--- src/rtl/gemm_txn_sequencer_if.sv ---
// ap_ctrl_hs handshake bundle between the transaction sequencer (master)
// and the matrix_mult accelerator plus its pipeline-fire tap (slave).
interface gemm_txn_sequencer_if;
    logic ap_start;
    logic ap_ready;
    logic ap_done;
    logic iter_fire;

    modport master (
        output ap_start,
        input  ap_ready,
        input  ap_done,
        input  iter_fire
    );

    modport slave (
        input  ap_start,
        output ap_ready,
        output ap_done,
        output iter_fire
    );
endinterface

--- src/rtl/gemm_txn_sequencer.sv ---
// Launches NUM_TRANS back-to-back ap_ctrl_hs transactions, measures latency and
// pipelined-loop iterations per transaction, and raises finish for the monitor.
module gemm_txn_sequencer #(
    parameter int NUM_TRANS = 4,
    parameter int CNT_W     = 32,
    parameter int GAP       = 2,
    parameter int TIMEOUT   = 100000
) (
    input  logic                 clock,
    input  logic                 reset,
    input  logic                 run_i,
    gemm_txn_sequencer_if.master ap,
    output logic                 finish_o,
    output logic                 timeout_err_o,
    output logic [CNT_W-1:0]     trans_count_o,
    output logic                 lat_valid_o,
    output logic [CNT_W-1:0]     last_latency_o,
    output logic [CNT_W-1:0]     last_iters_o,
    output logic [CNT_W-1:0]     min_latency_o,
    output logic [CNT_W-1:0]     max_latency_o
);

    localparam int GAP_W = (GAP > 1) ? $clog2(GAP) : 1;
    localparam logic [GAP_W-1:0] GAP_LAST   = GAP_W'((GAP > 0) ? GAP - 1 : 0);
    localparam logic [CNT_W-1:0] TO_LAST    = CNT_W'(TIMEOUT - 1);
    localparam logic [CNT_W-1:0] LAST_TRANS = CNT_W'(NUM_TRANS - 1);

    typedef enum logic [2:0] {
        IDLE,
        START,
        WAIT_DONE,
        GAP_WAIT,
        DONE
    } state_e;

    state_e             state_q, state_d;
    logic [CNT_W-1:0]   lat_cnt_q, lat_cnt_d;
    logic [CNT_W-1:0]   iter_cnt_q, iter_cnt_d;
    logic [GAP_W-1:0]   gap_cnt_q, gap_cnt_d;
    logic [CNT_W-1:0]   trans_count_q, trans_count_d;
    logic               timeout_err_q, timeout_err_d;
    logic               lat_valid_q, lat_valid_d;
    logic [CNT_W-1:0]   last_latency_q, last_latency_d;
    logic [CNT_W-1:0]   last_iters_q, last_iters_d;
    logic [CNT_W-1:0]   min_latency_q, min_latency_d;
    logic [CNT_W-1:0]   max_latency_q, max_latency_d;
    logic               ap_start_q;
    logic               finish_q;

    logic [CNT_W-1:0]   lat_inc;
    logic [CNT_W-1:0]   iter_inc;
    logic               begin_run;
    logic               enter_start;
    logic               complete;

    always_comb begin
        state_d        = state_q;
        lat_cnt_d      = lat_cnt_q;
        iter_cnt_d     = iter_cnt_q;
        gap_cnt_d      = gap_cnt_q;
        trans_count_d  = trans_count_q;
        timeout_err_d  = timeout_err_q;
        lat_valid_d    = 1'b0;
        last_latency_d = last_latency_q;
        last_iters_d   = last_iters_q;
        min_latency_d  = min_latency_q;
        max_latency_d  = max_latency_q;
        begin_run      = 1'b0;
        enter_start    = 1'b0;
        complete       = 1'b0;

        lat_inc  = (&lat_cnt_q) ? lat_cnt_q : lat_cnt_q + CNT_W'(1);
        iter_inc = (ap.iter_fire && !(&iter_cnt_q)) ? iter_cnt_q + CNT_W'(1) : iter_cnt_q;

        // Done wins over the watchdog, so a transaction finishing on the last
        // permitted cycle is still reported rather than aborted.
        case (state_q)
            IDLE, DONE: begin
                if (run_i) begin
                    begin_run   = 1'b1;
                    enter_start = 1'b1;
                    state_d     = START;
                end
            end
            START: begin
                if (ap.ap_done) begin
                    complete = 1'b1;
                end else if (lat_cnt_q >= TO_LAST) begin
                    timeout_err_d = 1'b1;
                    state_d       = DONE;
                end else if (ap.ap_ready) begin
                    state_d = WAIT_DONE;
                end
            end
            WAIT_DONE: begin
                if (ap.ap_done) begin
                    complete = 1'b1;
                end else if (lat_cnt_q >= TO_LAST) begin
                    timeout_err_d = 1'b1;
                    state_d       = DONE;
                end
            end
            GAP_WAIT: begin
                if (gap_cnt_q == GAP_LAST) begin
                    enter_start = 1'b1;
                    state_d     = START;
                end else begin
                    gap_cnt_d = gap_cnt_q + GAP_W'(1);
                end
            end
            default: state_d = IDLE;
        endcase

        if (state_q == START || state_q == WAIT_DONE) begin
            lat_cnt_d  = lat_inc;
            iter_cnt_d = iter_inc;
        end

        if (complete) begin
            lat_valid_d    = 1'b1;
            last_latency_d = lat_cnt_q;
            last_iters_d   = iter_inc;
            trans_count_d  = trans_count_q + CNT_W'(1);
            if (lat_cnt_q < min_latency_q) begin
                min_latency_d = lat_cnt_q;
            end
            if (lat_cnt_q > max_latency_q) begin
                max_latency_d = lat_cnt_q;
            end
            if (trans_count_q == LAST_TRANS) begin
                state_d = DONE;
            end else if (GAP == 0) begin
                enter_start = 1'b1;
                state_d     = START;
            end else begin
                gap_cnt_d = '0;
                state_d   = GAP_WAIT;
            end
        end

        if (begin_run) begin
            trans_count_d = '0;
            timeout_err_d = 1'b0;
            min_latency_d = '1;
            max_latency_d = '0;
        end

        if (enter_start) begin
            lat_cnt_d  = '0;
            iter_cnt_d = '0;
        end
    end

    // ap_start and finish are registered from the next state so they track
    // the state register without combinational paths to the accelerator.
    always_ff @(posedge clock) begin
        if (reset) begin
            state_q        <= IDLE;
            lat_cnt_q      <= '0;
            iter_cnt_q     <= '0;
            gap_cnt_q      <= '0;
            trans_count_q  <= '0;
            timeout_err_q  <= 1'b0;
            lat_valid_q    <= 1'b0;
            last_latency_q <= '0;
            last_iters_q   <= '0;
            min_latency_q  <= '1;
            max_latency_q  <= '0;
            ap_start_q     <= 1'b0;
            finish_q       <= 1'b0;
        end else begin
            state_q        <= state_d;
            lat_cnt_q      <= lat_cnt_d;
            iter_cnt_q     <= iter_cnt_d;
            gap_cnt_q      <= gap_cnt_d;
            trans_count_q  <= trans_count_d;
            timeout_err_q  <= timeout_err_d;
            lat_valid_q    <= lat_valid_d;
            last_latency_q <= last_latency_d;
            last_iters_q   <= last_iters_d;
            min_latency_q  <= min_latency_d;
            max_latency_q  <= max_latency_d;
            ap_start_q     <= (state_d == START);
            finish_q       <= (state_d == DONE);
        end
    end

    assign ap.ap_start     = ap_start_q;
    assign finish_o        = finish_q;
    assign timeout_err_o   = timeout_err_q;
    assign trans_count_o   = trans_count_q;
    assign lat_valid_o     = lat_valid_q;
    assign last_latency_o  = last_latency_q;
    assign last_iters_o    = last_iters_q;
    assign min_latency_o   = min_latency_q;
    assign max_latency_o   = max_latency_q;

endmodule

--- src/flat_wrapper.sv ---
// flat-port wrapper written by rule: the top's interface ports become plain ports
module gemm_txn_sequencer_flat 
#(
    parameter int NUM_TRANS = 4,
    parameter int CNT_W     = 32,
    parameter int GAP       = 2,
    parameter int TIMEOUT   = 100000
)
  (clock, reset, run_i, finish_o, timeout_err_o, trans_count_o, lat_valid_o, last_latency_o, last_iters_o, min_latency_o, max_latency_o, ap_ap_start, ap_ap_ready, ap_ap_done, ap_iter_fire);
  gemm_txn_sequencer_if ap_i ();
  input  logic clock;
  input  logic reset;
  input  logic run_i;
  output logic finish_o;
  output logic timeout_err_o;
  output logic [CNT_W-1:0] trans_count_o;
  output logic lat_valid_o;
  output logic [CNT_W-1:0] last_latency_o;
  output logic [CNT_W-1:0] last_iters_o;
  output logic [CNT_W-1:0] min_latency_o;
  output logic [CNT_W-1:0] max_latency_o;
  output wire logic [$bits(ap_i.ap_start)-1:0] ap_ap_start;
  input wire logic [$bits(ap_i.ap_ready)-1:0] ap_ap_ready;
  input wire logic [$bits(ap_i.ap_done)-1:0] ap_ap_done;
  input wire logic [$bits(ap_i.iter_fire)-1:0] ap_iter_fire;
  assign ap_ap_start = ap_i.ap_start;
  assign ap_i.ap_ready = ap_ap_ready;
  assign ap_i.ap_done = ap_ap_done;
  assign ap_i.iter_fire = ap_iter_fire;
  gemm_txn_sequencer #(.NUM_TRANS(NUM_TRANS), .CNT_W(CNT_W), .GAP(GAP), .TIMEOUT(TIMEOUT)) u_core (.clock(clock), .reset(reset), .run_i(run_i), .ap(ap_i), .finish_o(finish_o), .timeout_err_o(timeout_err_o), .trans_count_o(trans_count_o), .lat_valid_o(lat_valid_o), .last_latency_o(last_latency_o), .last_iters_o(last_iters_o), .min_latency_o(min_latency_o), .max_latency_o(max_latency_o));
endmodule
--- config.mk ---
export PLATFORM = sky130hd
export DESIGN_NAME = gemm_txn_sequencer_flat
export DESIGN_NICKNAME = d
export VERILOG_FILES = /design/src/rtl/gemm_txn_sequencer_if.sv /design/src/rtl/gemm_txn_sequencer.sv /design/src/flat_wrapper.sv
export SDC_FILE = /design/constraint.sdc
export NUM_CORES = 1
export LEC_CHECK = 0
export BUFFER_PORTS_ARGS = -buffer_cell sky130_fd_sc_hd__clkbuf_2
export CORE_MARGIN = 5
export CORE_UTILIZATION = 58
export DETAILED_ROUTE_END_ITERATION = 12
export MAX_ROUTING_LAYER = met4
export PLACE_DENSITY_LB_ADDON = 0.1
export SKIP_LAST_GASP = 1
export SYNTH_ARGS = -nofsm -noshare
export SYNTH_HDL_FRONTEND = slang
export SYNTH_SLANG_ARGS = --single-unit
--- constraint.sdc ---
create_clock -name clock -period 3.5 [get_ports clock]
set_clock_uncertainty 0.05 [all_clocks]
set_input_delay 0.7 -clock clock [delete_from_list [all_inputs] [get_ports clock]]
set_output_delay 0.7 -clock clock [all_outputs]
set_load 0.01 [all_outputs]
# After elaboration in Yosys (flattened, before gate mapping)
# Cells that the tools add are included.
[word_totals]
ff_bits = 232
input_bits = 6
out_inout_bits = 164
elab_cells = 65
[classes]
n_addsub = 4
magnitude_cmp = 3
n_eq_ne = 7
n_mux = 22
bitwise_logic = 2
reduce_logical = 14
[ops]
columns = ["cell", "n"]
rows = [
  ["32-bit by 1-bit adder with 32-bit output (second input constant)", 3],
  ["32-bit AND reduction", 2],
  ["32-bit by 2-bit equality test with 1-bit output (second input constant)", 1],
  ["32-bit by 17-bit greater-or-equal comparator with 1-bit output (second input constant)", 1],
  ["32-bit greater-than comparator", 1],
  ["32-bit < comparator", 1],
  ["32-bit 2-to-1 mux", 1],
  ["3-bit 2-to-1 mux", 9],
  ["3-bit one-hot mux with 4 select lines", 1],
  ["1-bit 2-to-1 mux", 10],
  ["2-bit OR reduction", 4],
  ["3-bit by 1-bit equality test with 1-bit output (second input constant)", 2],
  ["3-bit by 2-bit equality test with 1-bit output (second input constant)", 2],
  ["3-bit equality test (second input constant)", 2],
  ["2-bit AND reduction", 3],
  ["3-bit zero test", 1],
  ["3-bit AND reduction", 1],
  ["1-bit inverter", 2],
  ["1-bit one-hot mux with 2 select lines", 1],
  ["1-bit adder (second input constant)", 1],
  ["1-bit logical AND", 1],
  ["1-bit zero test", 1],
  ["1-bit logical OR", 1],
]

# Longest topological paths before layout
[depth]
word_depth = 6
ltp_mapped = 11
mapped_depth_nobuf = 9

# Worst setup path before layout
# OpenSTA, ideal clock, no wires.
[synth_timing]
path_kind = "flip-flop to flip-flop"
startpoint = "register u_core.max_latency_q[30], in the netlist u_core.max_latency_o[30]"
endpoint = "register u_core.max_latency_q[12], in the netlist u_core.max_latency_o[12]"
arrival_ns = 2.521
required_ns = 3.380
path_slack_ns = 0.859
stages_incl_launch_ff = 11
n_path_buf = 1
path_cell_list = "dfxtp_1 -> inv_1 -> ha_1 -> nand4_1 -> nor4_2 -> nand3_1 -> o41ai_1 -> a211oi_1 -> clkbuf_1 -> or3b_2 -> a21oi_1"
[synth_via]
elab_chain_len = 2
[synth_rtl]
columns = ["item", "line", "text"]
rows = [
  ["start: declaration", "gemm_txn_sequencer.sv:46", "logic [CNT_W-1:0] max_latency_q, max_latency_d;"],
  ["start signal: assignment", "gemm_txn_sequencer.sv:182", "max_latency_q <= max_latency_d;"],
  ["32-bit greater-than comparator", "gemm_txn_sequencer.sv:127", "if (lat_cnt_q > max_latency_q) begin"],
  ["2-bit AND reduction (no line)", "-", ""],
]
# Every way passes these cells.
# A chain may end at the register's enable or synchronous reset.

# Worst setup path in the final report
[layout_timing]
startpoint = "register u_core.lat_cnt_q[30]"
endpoint = "register u_core.max_latency_q[5], in the netlist u_core.max_latency_o[5]"
[layout_via]
elab_chain_len = 2
[layout_rtl]
columns = ["item", "line", "text"]
rows = [
  ["start: declaration", "gemm_txn_sequencer.sv:37", "logic [CNT_W-1:0] lat_cnt_q, lat_cnt_d;"],
  ["start signal: assignment", "gemm_txn_sequencer.sv:173", "lat_cnt_q <= lat_cnt_d;"],
  ["32-bit greater-than comparator", "gemm_txn_sequencer.sv:127", ""],
  ["2-bit AND reduction (no line)", "-", ""],
]
# Every way passes these cells.

==> summary.txt <==
Status
  • Outcome: finished, final reports clean

Synth
  • Synth top area share: 0.402
  • Net Count, Synth: 1506
  • Number of synthesized register bits: 232
  • Top post-synthesis cells by area: dfxtp_1 40%, ha_1 7.1%, nor2_1 5.2%
  • Most frequent cells after synthesis: 232 x dfxtp_1, 161 x nor2_1, 135 x nand2_1
  • Ys Warns: 0
  • Syn Area/Cell: 8.07 µm²
  • Async S/R FF share, synth: 0
  • Cell taking the most area after synthesis: dfxtp_1
  • Primary FF master, synth: dfxtp_1
  • EDFF count, synth: 0
  • Cell count after synthesis: 1434
  • Post-Syn Area: 11600 µm²
  • Sequential share of the synthesized area: 0.402
  • Most frequently used cell type in the post-synthesis netlist: dfxtp_1
  • Synth unique cells: 57

STA
  • FMAX: 0.332 GHz
  • Fin crit share: 0.860
  • Worst relative slew slack: 0.380
  • Slew Limit Fails: 0
  • Least-Margin Pin Slew: 921 ps
  • WHS: 403 ps
  • RSZ-0062 raised after global routing: false
  • Final worst setup slack: 490 ps
  • Final Hold Fails: 0
  • Minimum clock period: 3010 ps
  • Setup Viol. Count Final: 0
  • Sum Neg Setup Slack: 0 ps

Finish
  • Diode count: 0
  • Layout net count: 1655
  • Layout area overhead: 18.4%
  • Share of cells above drive strength 1: 0.185
  • Number of fillers in the final layout: 1642

Critical path
  • WP buf/inv: 1
  • Crit path kind: reg -> reg
  • Slowest library cell on the worst path: o41ai_1
  • R2R Setup Slk: 490 ps
  • Crit-path cells: ha_1 -> nand4_1 -> nor4_2 -> nand3_1 -> o41ai_1 -> a211oi_4 -> buf_12 -> or3b_2 -> a21oi_1
  • FF-to-FF Start: u_core.lat_cnt_q[30]
  • CP delay by family, top: simple AND/OR/NAND/NOR gates
  • CP Launch Point: u_core.lat_cnt_q[30]
  • WP data required: 3900 ps
  • Critical Path End Type: flip-flop
  • CP startpoint kind: flip-flop
  • Critical Path Fanout Max: 50
  • Worst path max stage delay: 490 ps
  • Worst EP arrival: 3410 ps

Floorplanning
  • Die width: 151 µm
  • Num ports: 170
  • Die H: 151 µm
  • Row count: 51
  • CORE AREA: 19500 µm²
  • Initial Util: 0.592
  • Total die area: 22900 µm²

Run
  • Maxcap violations: 0

Clock tree
  • Root buffer cell: clkbuf_16
  • Clock Pin Slew Worst Setup and Hold Paths: 60 ps
  • CTS HTree Levels: 1
  • Clock latency on the worst-skew pair: 530 ps
  • Post CTS Setup Buffer Count: 0
  • Num CTS Buffers: 27
  • CTS tree: done
  • Hold_buf cts: 0
  • Sinks on Clock Net: 232
  • CTS resizes: 0
  • Clock buffer depth: 3

Global route
  • Initial antenna violation count: 0
  • Grt total ovfl: 0
  • Total Routing Usage GR: 0.274
  • Vias in the first global route: 10100
  • Global-route wire length before repair: 50.3 mm
  • Largest net degree at the start of global routing: 99

Place
  • Gp weighted congestion: 0.908
  • IO Port Bufs: 169
  • Placement Setup Slack: 487 ps
  • Detailed-placement wirelength estimate: 21.4 mm

Power
  • P_leak: 5.49 nW
  • Worst vdd ir: 0.000314 V
  • PwrDens: 477 nW/µm²
  • Total Power: 6.53 mW

Routing
  • Via count: 10600
  • Router iterations before antenna repair: 5
  • DR DRC count: 0
  • DR iter-0 viols: 516
  • Via density per instance: 5.68
  • Total wire length: 30.5 mm
  • WL per Instance: 16.3 µm
  • DRT antenna net count: 0

Hold path
  • Hold Crit Class: reg -> reg
  • Hold Crit Start: u_core.last_latency_o[25]
## stage by stage
stage | utilization | std cells | instance area (µm²)
2_1_floorplan | - | 1434 | 11600
3_3_place_gp | 0.656 | 1819 | 12800
3_5_place_dp | 0.656 | 1819 | 12800
4_1_cts | 0.701 | 1866 | 13700
5_1_grt | 0.701 | 1866 | 13700
6_report | 0.701 | 1866 | 13700
## worst min-delay path, cell delays in order, from the launching register on
cell	delay (ps)
dfxtp_1	300
nand2_1	50
a21oi_1	50
## cells in the final DEF, fill, tap and decap left out, types with 3 or more instances in the layout
cell	count
a211oi_1	28
nor4_1	21
buf_4	38
ha_1	66
xnor2_1	58
nor2_1	161
a311oi_1	8
and2_1	6
clkbuf_1	3
nand3_1	108
or2_2	4
o211ai_1	3
nand2b_1	5
nand4_1	37
or3b_1	7
clkbuf_16	27
nand2_1	134
clkbuf_2	169
xor2_1	48
buf_12	5
or4_1	3
dfxtp_1	232
or3b_2	21
a21o_1	5
nor2b_1	9
and3_1	13
nor3_1	32
clkinv_2	7
o21ai_0	95
clkbuf_8	6
or3_1	27
and4_1	6
a21oi_1	97
inv_1	74
## per-layer routing
| metal | up-vias | global-route usage | wire length, µm |
|---|---|---|---|
| met1 | 4969 | 0.347 | 13100 |
| met5 | - | - | 0 |
| met3 | 59 | 0.0428 | 1900 |
| met2 | 295 | 0.454 | 14700 |
| li1 | 5275 | - | - |
| met4 | 0 | 0.0784 | 770 |
## layout make-up
class / count / area (µm²) / share of cell area
clock buffers: 36 / 769 / 0.0562
clock inverters: 11 / 111 / 0.00813
inverters: 74 / 278 / 0.0203
multi-input cells: 1036 / 6320 / 0.462
flip-flops and latches: 232 / 4640 / 0.339
well taps: 265 / 332 / 0.0242
repair buffers: 212 / 1230 / 0.0899
## state kept, by name, indices dropped and copies added, names as in the netlist
signal / cells
u_core.iter_cnt_q: 32
u_core.last_iters_o: 32
u_core.last_latency_o: 32
u_core.lat_cnt_q: 32
u_core.max_latency_o: 32
u_core.min_latency_o: 32
u_core.trans_count_o: 32
u_core.state_q: 3
u_core.ap.ap_start: 1
u_core.finish_o: 1
u_core.gap_cnt_q: 1
u_core.lat_valid_o: 1
u_core.timeout_err_o: 1
## cell families after synthesis
logic type      count (synthesis)  share of synthesized area
buf+inv                       166                     0.0554
fa+ha+maj                      66                     0.0714
compound gates                254                      0.127
mux                             1                   0.000865
simple gates                  609                      0.264
flops                         232                      0.402
xor+xnor                      106                     0.0803
## report_power, final
group | internal [mW] | leakage (nW) | total [mW] | switching, mW
Sequential | 2.77 | 1.88 | 2.87 | 0.0937
Clock | 1.68 | 0.440 | 2.78 | 1.10
Combinational | 0.288 | 3.17 | 0.885 | 0.597
Total | 4.74 | 5.49 | 6.53 | 1.79
## final timing paths
| check | depth (start not counted) | end |
|---|---|---|
| worst max-delay path | 9 | u_core.max_latency_o[5] |
| worst min-delay path | 2 | u_core.last_latency_o[25] |
| worst max register to register | 9 | u_core.max_latency_o[5] |
| worst min register to register | 2 | u_core.last_latency_o[25] |
(Power assumes the default switching activity.)
